$ cat src/rtl/ahb_sram_if_pbank_pkg.sv
// Shared encodings, FSM states and lane-mask helper
// for the banked AHB SRAM front end.
package ahb_sram_pkg;

  localparam logic [1:0] HTRANS_IDLE   = 2'b00;
  localparam logic [1:0] HTRANS_BUSY   = 2'b01;
  localparam logic [1:0] HTRANS_NONSEQ = 2'b10;
  localparam logic [1:0] HTRANS_SEQ    = 2'b11;

  localparam logic [1:0] HRESP_OKAY  = 2'b00;
  localparam logic [1:0] HRESP_ERROR = 2'b01;

  typedef enum logic [2:0] {
    S_IDLE,
    S_WR,
    S_RD,
    S_RDSTL,
    S_ERR1,
    S_ERR2
  } state_e;

  function automatic logic [7:0] lane_mask(
    input logic [2:0] hsize,
    input logic [2:0] offset,
    input int         nb
  );
    logic [7:0] m;
    case (hsize)
      3'd0:    m = 8'h01;
      3'd1:    m = 8'h03;
      3'd2:    m = 8'h0F;
      default: m = 8'hFF;
    endcase
    m = m << offset;
    for (int i = 0; i < 8; i++)
      if (i >= nb) m[i] = 1'b0;
    return m;
  endfunction

endpackage

$ cat src/rtl/ahb_sram_if_pbank_lane_dec.sv
// Byte-lane decoder: size + address offset
// to lane mask, flags oversize/misaligned.
module ahb_sram_lane_dec
  import ahb_sram_pkg::*;
#(
  parameter int NB    = 4,
  parameter int OFF_W = 2
) (
  input  logic [2:0]       i_hsize,
  input  logic [OFF_W-1:0] i_off,
  output logic [NB-1:0]    o_mask,
  output logic             o_illegal
);

  logic [7:0] w_m8;
  logic       w_mis;

  always_comb begin
    w_m8  = lane_mask(i_hsize, 3'(i_off), NB);
    w_mis = 1'b0;
    for (int i = 0; i < OFF_W; i++)
      if ((3'(i) < i_hsize) && i_off[i]) w_mis = 1'b1;
  end

  assign o_mask    = w_m8[NB-1:0];
  assign o_illegal = (i_hsize > 3'(OFF_W)) | w_mis;

endmodule

$ cat src/rtl/ahb_sram_if_pbank.sv
// AHB-Lite slave front end for banked byte-wide SRAM,
// with write->read port-collision stall and 2-cycle ERROR.
module ahb_sram_if_pbank
  import ahb_sram_pkg::*;
#(
  parameter int DATA_W    = 32,
  parameter int BANK_AW   = 13,
  parameter int NUM_BANKS = 2
) (
  input  logic                          hclk,
  input  logic                          hresetn,
  input  logic                          hsel,
  input  logic                          hready,
  input  logic                          hwrite,
  input  logic [1:0]                    htrans,
  input  logic [2:0]                    hsize,
  input  logic [31:0]                   haddr,
  input  logic [DATA_W-1:0]             hwdata,
  output logic [DATA_W-1:0]             hrdata,
  output logic                          hready_out,
  output logic [1:0]                    hresp,
  output logic [NUM_BANKS*DATA_W/8-1:0] sram_csn,
  output logic                          sram_we_n,
  output logic [BANK_AW-1:0]            sram_addr,
  output logic [DATA_W-1:0]             sram_wdata,
  input  logic [NUM_BANKS*DATA_W-1:0]   sram_rdata
);

  localparam int NB     = DATA_W / 8;
  localparam int OFF_W  = $clog2(NB);
  localparam int BSEL_W = $clog2(NUM_BANKS);

  state_e              r_state, w_next;
  logic [BANK_AW-1:0]  r_addr;
  logic [BSEL_W-1:0]   r_bank, r_rbank;
  logic [NB-1:0]       r_mask;
  logic [DATA_W-1:0]   r_hrdata;

  logic [BANK_AW-1:0]  w_word;
  logic [BSEL_W-1:0]   w_bank, w_bsel;
  logic [OFF_W-1:0]    w_off;
  logic [NB-1:0]       w_mask, w_lanes;
  logic                w_illegal, w_open;
  logic                w_accept, w_rd_now, w_en;
  logic [DATA_W-1:0]   w_rslice;

  assign w_word = haddr[OFF_W +: BANK_AW];
  assign w_bank = haddr[OFF_W+BANK_AW +: BSEL_W];
  assign w_off  = haddr[OFF_W-1:0];

  ahb_sram_lane_dec #(
    .NB    (NB),
    .OFF_W (OFF_W)
  ) u_lane (
    .i_hsize   (hsize),
    .i_off     (w_off),
    .o_mask    (w_mask),
    .o_illegal (w_illegal)
  );

  // ERR1/RDSTL hold the bus, so no address phase can land there
  assign w_open   = (r_state != S_ERR1) && (r_state != S_RDSTL);
  assign w_accept = hresetn & w_open & hsel & hready & htrans[1];
  assign w_rd_now = w_accept & ~w_illegal & ~hwrite
                  & (r_state != S_WR);

  always_comb begin
    w_next     = S_IDLE;
    hready_out = 1'b1;
    hresp      = HRESP_OKAY;
    sram_csn   = '1;
    sram_we_n  = 1'b1;
    sram_addr  = r_addr;
    w_bsel     = r_bank;
    w_lanes    = '0;
    w_en       = 1'b0;
    case (r_state)
      S_ERR1: begin
        w_next     = S_ERR2;
        hready_out = 1'b0;
        hresp      = HRESP_ERROR;
      end
      S_ERR2:  hresp = HRESP_ERROR;
      S_RDSTL: begin
        w_next     = S_RD;
        hready_out = 1'b0;
        w_en       = 1'b1;
        w_lanes    = '1;
      end
      S_WR: begin
        sram_we_n = 1'b0;
        w_en      = 1'b1;
        w_lanes   = r_mask;
      end
      default: ;
    endcase
    if (w_rd_now) begin
      w_en      = 1'b1;
      w_lanes   = '1;
      w_bsel    = w_bank;
      sram_addr = w_word;
    end
    if (w_accept) begin
      if (w_illegal)           w_next = S_ERR1;
      else if (hwrite)         w_next = S_WR;
      else if (r_state == S_WR) w_next = S_RDSTL;
      else                     w_next = S_RD;
    end
    for (int b = 0; b < NUM_BANKS; b++)
      if (w_en && (BSEL_W'(b) == w_bsel))
        sram_csn[b*NB +: NB] = ~w_lanes;
  end

  always_ff @(posedge hclk or negedge hresetn) begin
    if (!hresetn) begin
      r_state  <= S_IDLE;
      r_addr   <= '0;
      r_bank   <= '0;
      r_rbank  <= '0;
      r_mask   <= '0;
      r_hrdata <= '0;
    end else begin
      r_state <= w_next;
      if (w_accept) begin
        r_addr <= w_word;
        r_bank <= w_bank;
        r_mask <= w_mask;
      end
      if (r_state == S_RDSTL) r_rbank <= r_bank;
      else if (w_rd_now)      r_rbank <= w_bank;
      if (r_state == S_RD)    r_hrdata <= w_rslice;
    end
  end

  assign w_rslice   = sram_rdata[r_rbank*DATA_W +: DATA_W];
  assign hrdata     = (r_state == S_RD) ? w_rslice : r_hrdata;
  assign sram_wdata = hwdata;

endmodule

$ cat config.mk
export PLATFORM = sky130hd
export DESIGN_NAME = ahb_sram_if_pbank
export DESIGN_NICKNAME = d
export VERILOG_FILES = /design/src/rtl/ahb_sram_if_pbank_pkg.sv /design/src/rtl/ahb_sram_if_pbank_lane_dec.sv /design/src/rtl/ahb_sram_if_pbank.sv
export SDC_FILE = /design/constraint.sdc
export NUM_CORES = 1
export LEC_CHECK = 0
export CORE_MARGIN = 2
export CORE_UTILIZATION = 37
export CTS_BUF_LIST = sky130_fd_sc_hd__clkbuf_8
export DETAILED_ROUTE_END_ITERATION = 10
export GPL_TIMING_DRIVEN = 0
export PLACE_DENSITY = 0.88
export SYNTH_ARGS = -nofsm -noshare
export SYNTH_HDL_FRONTEND = slang
export SYNTH_SLANG_ARGS = --single-unit
$ cat constraint.sdc
create_clock -name hclk -period 5 [get_ports hclk]
set_input_delay 1 -clock hclk [delete_from_list [all_inputs] [get_ports hclk]]
set_output_delay 1 -clock hclk [all_outputs]
set_load 0.01 [all_outputs]
==> results.sh, run 1 <==
export IMPL_dieArea_sq_um=8720
export IMPL_synth_edf_count=0
export IMPL_drtIter0Drc=69
export IMPL_p_leak_nw=2.06
export IMPL_comb_power_share=0.487
export IMPL_antennaDiodeCount=0
export IMPL_finalCritPeriodShare=0.921
export IMPL_power_density_nw_per_um2=342
export IMPL_synth_most_common_cell="dfrtp_1"
export IMPL_intPower_w=0.00115
export IMPL_post_cts_setup_buffers=0
export IMPL_synth_top_family_by_area="multiplexers"
export IMPL_detailed_place_hpwl_um=6920
export IMPL_hold_buffers=0
export IMPL_power_w=0.00169
export IMPL_hold_path_cell_count=2
export IMPL_mappedNetlistNets=451
export IMPL_slew_violations=0
export IMPL_startpoint_type="primary input"
export IMPL_seqPwrFrac=0.370
export IMPL_synthSimpleGateAreaFrac=0.163
export IMPL_r2r_slack_ns=2.99
export IMPL_wl_um=8400
export IMPL_reg2reg_from="r_state[1]"
export IMPL_dp_cells=592
export IMPL_areaGrowthSynthToFinish_pct=67.5
export IMPL_skew_ns=0.00721
export IMPL_min_path_type="flop to flop"
export IMPL_die_w_um=93.4
export IMPL_relSlewSlack=0.509
export IMPL_tightest_slew_ns=0.736
export IMPL_rsz0062_at_grt="no"
export IMPL_path_max_fanout=32
export IMPL_grt_pass1_vias=2757
export IMPL_fmax_mhz=217
export IMPL_cts_tree="done"
export IMPL_ctsHtreeMaxLevel=2
export IMPL_p_sw_frac=0.320
export IMPL_port_buffers=176
export IMPL_synthXorXnorAreaFrac=0
export IMPL_ant_nets=0
export IMPL_endpoint_kind="output pin"
export IMPL_synth_seq_cells=54
export IMPL_cts_resized_gates=0
export IMPL_tns_ns=0
export IMPL_ir_drop_uv=215
export IMPL_post_route_min_period_ns=4.60
export IMPL_start_util=0.382
export IMPL_timing_hold_ws_ns=0.484
export IMPL_synth_distinct_cells=33
export IMPL_min_from="r_addr[5]"
export IMPL_synthMuxAreaShare=0.164
export IMPL_switchingPower_w=0.000541
export IMPL_synthTopCellsByArea="dfrtp_1 46%, mux2i_1 11%, buf_4 8.4%, nand2_1 6.5%, nor2_1 5.8%"
export IMPL_core_sq_um=7730
export IMPL_final_cells=600
export IMPL_grt_usage=0.187
export IMPL_grt_overflow=0
export IMPL_hold_end="r_addr[5]"
export IMPL_clk_path_buf_depth=2
export IMPL_syn_cell_area_sq_um=2960
export IMPL_drt_drc_violations_left=0
export IMPL_worstSetupPathType="primary input to output pin"
export IMPL_yosysTopAreaCell="dfrtp_1"
export IMPL_antenna_found_initial=0
export IMPL_yosysWarnings=0
export IMPL_gp_congestion=0.745
export IMPL_die_h_um=93.4
export IMPL_r2r_cells=7
export IMPL_worstReg2RegEnd="r_addr[2]"
export IMPL_clock_root_buffer="clkbuf_8"
export IMPL_avgViaCountPerCell=4.73
export IMPL_nets=635
export IMPL_synth_top_flop_cell="dfrtp_1"
export IMPL_clk_pin_slew_worst_paths_ns=0.09
export IMPL_syn_inst=313
export IMPL_synth_commonest_cells="54 x dfrtp_1, 51 x nand2_1, 46 x nor2_1"
export IMPL_setup_viol=0
export IMPL_ys_async_sr_fraction=1.00
export IMPL_maxCapViolCount=0
export IMPL_grt_pass1_wl_um=13000
export IMPL_crit_arrival_ns=3.60
export IMPL_clkLatencyLatePin_ns=0.30
export IMPL_nFillCells=586
export IMPL_rows=32
export IMPL_grt_max_degree=33
export IMPL_drive_gt1_frac=0.131
export IMPL_ios=227
export IMPL_avgSynthCellArea_sq_um=9.44
export IMPL_route_detailed_wl_per_inst_um=14.0
export IMPL_cts_sinks=54
export IMPL_required_ns=4.00
export IMPL_vias=2839
export IMPL_first_pass_iters=4
export IMPL_seq_area_frac_synth=0.457
export IMPL_finalHoldViolCount=0
export IMPL_synth_adder_area_share=0
export IMPL_synth_compound_area_share=0.0991
export IMPL_cts_inserted_buffers=5
export IMPL_status="completed"
export IMPL_p_clk_frac=0.144
export IMPL_synth_top_area_frac=0.457
-- power by group through the flow --
stage          clock network [W]  logic (W)  registers, W
2_1_floorplan                  0   0.000398      0.000617
3_3_place_gp                   0   0.000806      0.000627
3_5_place_dp                   0   0.000828      0.000635
4_1_cts                 0.000251   0.000835      0.000626
5_1_grt                 0.000268   0.000890      0.000642
6_report                0.000243   0.000823      0.000626
-- through the flow --
step | cell area, sq um | util | worst slack, ns
6_report | 4950 | 0.641 | 0.395
4_1_cts | 4950 | 0.641 | 0.334
3_5_place_dp | 4860 | 0.629 | 0.339
5_1_grt | 4950 | 0.641 | 0.193
3_3_place_gp | 4840 | 0.627 | -1.32
2_1_floorplan | 2960 | - | 1.47
-- worst max-delay path by stage --
stage             start             to  slack (ns)  cells after the start
2_1_floorplan  hsize[2]  sram_addr[10]        1.47                      5
3_3_place_gp    hresetn  sram_addr[10]       -1.32                      8
3_5_place_dp    hresetn   sram_addr[7]        0.34                      9
4_1_cts         hresetn   sram_addr[7]        0.33                      9
5_1_grt         hresetn   sram_addr[7]        0.19                      9
6_report        hresetn   sram_addr[7]        0.40                      9
-- per-layer routing --
metal  wire length (um)  share of wire  up-vias  GRT usage
li1                   -              -     1390          -
met2               4390           0.52      125      0.345
met3                746          0.089       11     0.0612
met5                  0              0        -          0
met1               3170           0.38     1313      0.209
met4                103          0.012        0     0.0404
-- cell type report --
cell class / instances / area [sq um] / share of cell area
Clock buffer: 6 / 82.6 / 0.0167
Timing Repair Buffer: 177 / 1780 / 0.359
Buffer: 51 / 340 / 0.0687
Tap cell: 102 / 128 / 0.0258
Sequential cell: 54 / 1350 / 0.273
Multi-Input combinational cell: 208 / 1260 / 0.255
Clock inverter: 2 / 8.76 / 0.00177
-- cells in the final DEF, fill, tap and decap left out, types with 2 or more instances in the layout --
| master | synthesis | layout |
|---|---|---|
| clkdlybuf4s50_1 | 0 | 175 |
| dfrtp_1 | 54 | 54 |
| nand2_1 | 51 | 51 |
| nor2_1 | 46 | 46 |
| buf_4 | 33 | 33 |
| mux2i_1 | 32 | 32 |
| a21oi_1 | 32 | 32 |
| clkbuf_1 | 14 | 14 |
| mux2_2 | 8 | 8 |
| clkbuf_8 | 0 | 6 |
| mux2_4 | 5 | 5 |
| o21ai_0 | 4 | 4 |
| o32a_2 | 4 | 4 |
| o31ai_1 | 3 | 3 |
| buf_2 | 1 | 2 |
| nor2b_1 | 2 | 2 |
| nand2b_1 | 2 | 2 |
| a211o_1 | 2 | 2 |
| buf_12 | 1 | 2 |
| nand3b_1 | 2 | 2 |
| and3_1 | 2 | 2 |
| and2_1 | 2 | 2 |
-- logic make-up after synthesis --
| family | Yosys count |
|---|---|
| flip-flops | 54 |
| multiplexers | 45 |
| AND/OR/NAND/NOR | 114 |
| AO/OA/AOI/OAI | 48 |
| buffers and inverters | 51 |
| other | 1 |
-- registers in the layout, summed over array words and instances, names as in the netlist --
| name | flops |
|---|---|
| r_addr | 13 |
| r_bank | 1 |
| r_rbank | 1 |
| r_hrdata | 32 |
| r_state | 3 |
| r_mask | 4 |
-- worst max-delay path, cell delays in order --
cell and delay, ns:
buf_2 0.46, buf_12 0.28, and4_1 0.26, nand2_1 0.08, or4_4 0.42, buf_6 0.16
buf_12 0.15, mux2_4 0.29, clkdlybuf4s50_1 0.49
Note: power is estimated with default switching activity, not from simulation.
==> run 2, diff against run 1 <==
--- a/config.mk
+++ b/config.mk
@@ -10,7 +10,7 @@
 export CTS_BUF_LIST = sky130_fd_sc_hd__clkbuf_8
 export DETAILED_ROUTE_END_ITERATION = 10
 export GPL_TIMING_DRIVEN = 0
-export PLACE_DENSITY = 0.88
+export PLACE_DENSITY_LB_ADDON = 0.3
 export SYNTH_ARGS = -nofsm -noshare
 export SYNTH_HDL_FRONTEND = slang
 export SYNTH_SLANG_ARGS = --single-unit
==> run 2 against run 1 <==
  * Cell area is 0.18% higher
  * Highest routed layer unchanged
  * Non-clock buffer count stayed put
  * First-iteration DRC count is 20% lower
  * Sequential power hardly changed
  * Critical path type unchanged
  * Register-to-register slack hardly changed
==> results.sh, run 2 (synthesis gave the netlist of run 1 again) <==
export IMPL_required_ns=4.00
export IMPL_comb_power_share=0.481
export IMPL_die_w_um=93.4
export IMPL_final_cell_mix="175 x clkdlybuf4s50_1, 54 x dfrtp_1, 51 x nand2_1"
export IMPL_grt_usage=0.190
export IMPL_path_max_fanout=10
export IMPL_route_detailed_wl_per_inst_um=13.7
export IMPL_rows=32
export IMPL_post_route_min_period_ns=4.58
export IMPL_dieArea_sq_um=8720
export IMPL_slew_violations=0
export IMPL_port_buffers=176
export IMPL_cts_sinks=54
export IMPL_core_sq_um=7730
export IMPL_finalHoldViolCount=0
export IMPL_drive_gt1_frac=0.133
export IMPL_clk_path_buf_depth=2
export IMPL_finalCritPeriodShare=0.916
export IMPL_antennaDiodeCount=0
export IMPL_grt_overflow=0
export IMPL_largest_reg_flops=32
export IMPL_detailed_place_hpwl_um=6610
export IMPL_clkLatencyLatePin_ns=0.30
export IMPL_switchingPower_w=0.000544
export IMPL_intPower_w=0.00116
export IMPL_cp_startpoint="haddr[0]"
export IMPL_maxCapViolCount=0
export IMPL_fin_area_sq_um=4960
export IMPL_clock_root_buffer="clkbuf_8"
export IMPL_start_util=0.382
export IMPL_rsz0062_at_grt="no"
export IMPL_fmax_mhz=218
export IMPL_power_density_nw_per_um2=343
export IMPL_reg2reg_from="r_state[1]"
export IMPL_final_util=0.642
export IMPL_gp_congestion=0.752
export IMPL_worstSetupPathType="primary input to output pin"
export IMPL_p_sw_frac=0.320
export IMPL_hold_buffers=0
export IMPL_ios=227
export IMPL_tightest_slew_ns=0.719
export IMPL_grt_pass1_wl_um=13300
export IMPL_wl_um=8230
export IMPL_final_cells=600
export IMPL_regMostFlops="r_hrdata"
export IMPL_cts_inserted_buffers=5
export IMPL_nets=635
export IMPL_startpoint_type="primary input"
export IMPL_antenna_found_initial=0
export IMPL_p_leak_nw=2.06
export IMPL_areaGrowthSynthToFinish_pct=67.8
export IMPL_drt_drc_violations_left=0
export IMPL_place_ws_ns=0.413
export IMPL_cts_resized_gates=0
export IMPL_first_pass_iters=4
export IMPL_post_cts_setup_buffers=0
export IMPL_setup_viol=0
export IMPL_tns_ns=0
export IMPL_ir_drop_uv=147
export IMPL_dp_cells=592
export IMPL_drtIter0Drc=55
export IMPL_status="completed"
export IMPL_r2r_cells=7
export IMPL_nFillCells=662
export IMPL_grt_pass1_vias=2864
export IMPL_mostFrequentLayoutCell="clkdlybuf4s50_1"
export IMPL_min_path_type="flop to flop"
export IMPL_cts_tree="done"
export IMPL_clk_pin_slew_worst_paths_ns=0.10
export IMPL_crit_path_end="sram_addr[10]"
export IMPL_ant_nets=0
export IMPL_ctsHtreeMaxLevel=2
export IMPL_crit_arrival_ns=3.58
export IMPL_seqPwrFrac=0.367
export IMPL_vias=2784
export IMPL_fin_ws_ns=0.420
export IMPL_skew_ns=0.00719
export IMPL_die_h_um=93.4
export IMPL_placed_area_sq_um=4860
export IMPL_grt_max_degree=29
export IMPL_p_clk_frac=0.152
export IMPL_relSlewSlack=0.521
export IMPL_r2r_slack_ns=2.99
export IMPL_worstReg2RegEnd="r_addr[11]"
export IMPL_avgViaCountPerCell=4.64
export IMPL_endpoint_kind="output pin"
export IMPL_reg_largest_list="r_hrdata: 32 flops, r_addr: 13 flops, r_mask: 4 flops"
run 2: how the worst min path moves through the flow:
stage	from	end	slack, ns	depth (start not counted)
floorplan	r_addr[0]	r_addr[0]	0.44	2
global placement	r_addr[5]	r_addr[5]	0.45	2
detailed placement	r_addr[11]	r_addr[11]	0.46	2
CTS	r_addr[11]	r_addr[11]	0.49	2
global route	r_addr[3]	r_addr[3]	0.51	2
finish	r_addr[12]	r_addr[12]	0.48	2
run 2: worst max-delay path: stages:
cell and delay [ns]:
clkdlybuf4s50_1 0.49, a211o_1 0.33, o41a_1 0.17, or4_4 0.51, buf_6 0.17, buf_12 0.15, mux2_4 0.30, clkdlybuf4s50_1 0.47
run 2: power by group through the flow:
stage	sequential (W)	clock (W)	combinational, W
finish	0.000624	0.000258	0.000818
global route	0.000639	0.000285	0.000892
CTS	0.000624	0.000266	0.000829
detailed placement	0.000634	0	0.000822
global placement	0.000627	0	0.000808
floorplan	0.000617	0	0.000398
run 2: layer usage:
metal  track usage  vias up  part of all wire
met5             0        -                 0
met4        0.0404        0            0.0062
met3        0.0669        5             0.096
met2         0.323      119              0.49
met1         0.232     1277              0.41
li1              -     1383                 -
run 2: cell type report:
| class | instances | area [sq um] | area share |
|---|---|---|---|
| timing repair buffer | 177 | 1780 | 0.358 |
| buffer | 51 | 340 | 0.0686 |
| multi-input combinational | 208 | 1260 | 0.255 |
| clock inverter | 2 | 17.5 | 0.00353 |
| sequential | 54 | 1350 | 0.272 |
| tap | 102 | 128 | 0.0257 |
| clock buffer | 6 | 82.6 | 0.0166 |
run 2: per-stage QoR:
stage	total power, W	hold slack, ns
floorplan	0.00101	0.440
global placement	0.00143	0.453
detailed placement	0.00146	0.463
CTS	0.00172	0.488
global route	0.00182	0.507
finish	0.00170	0.483
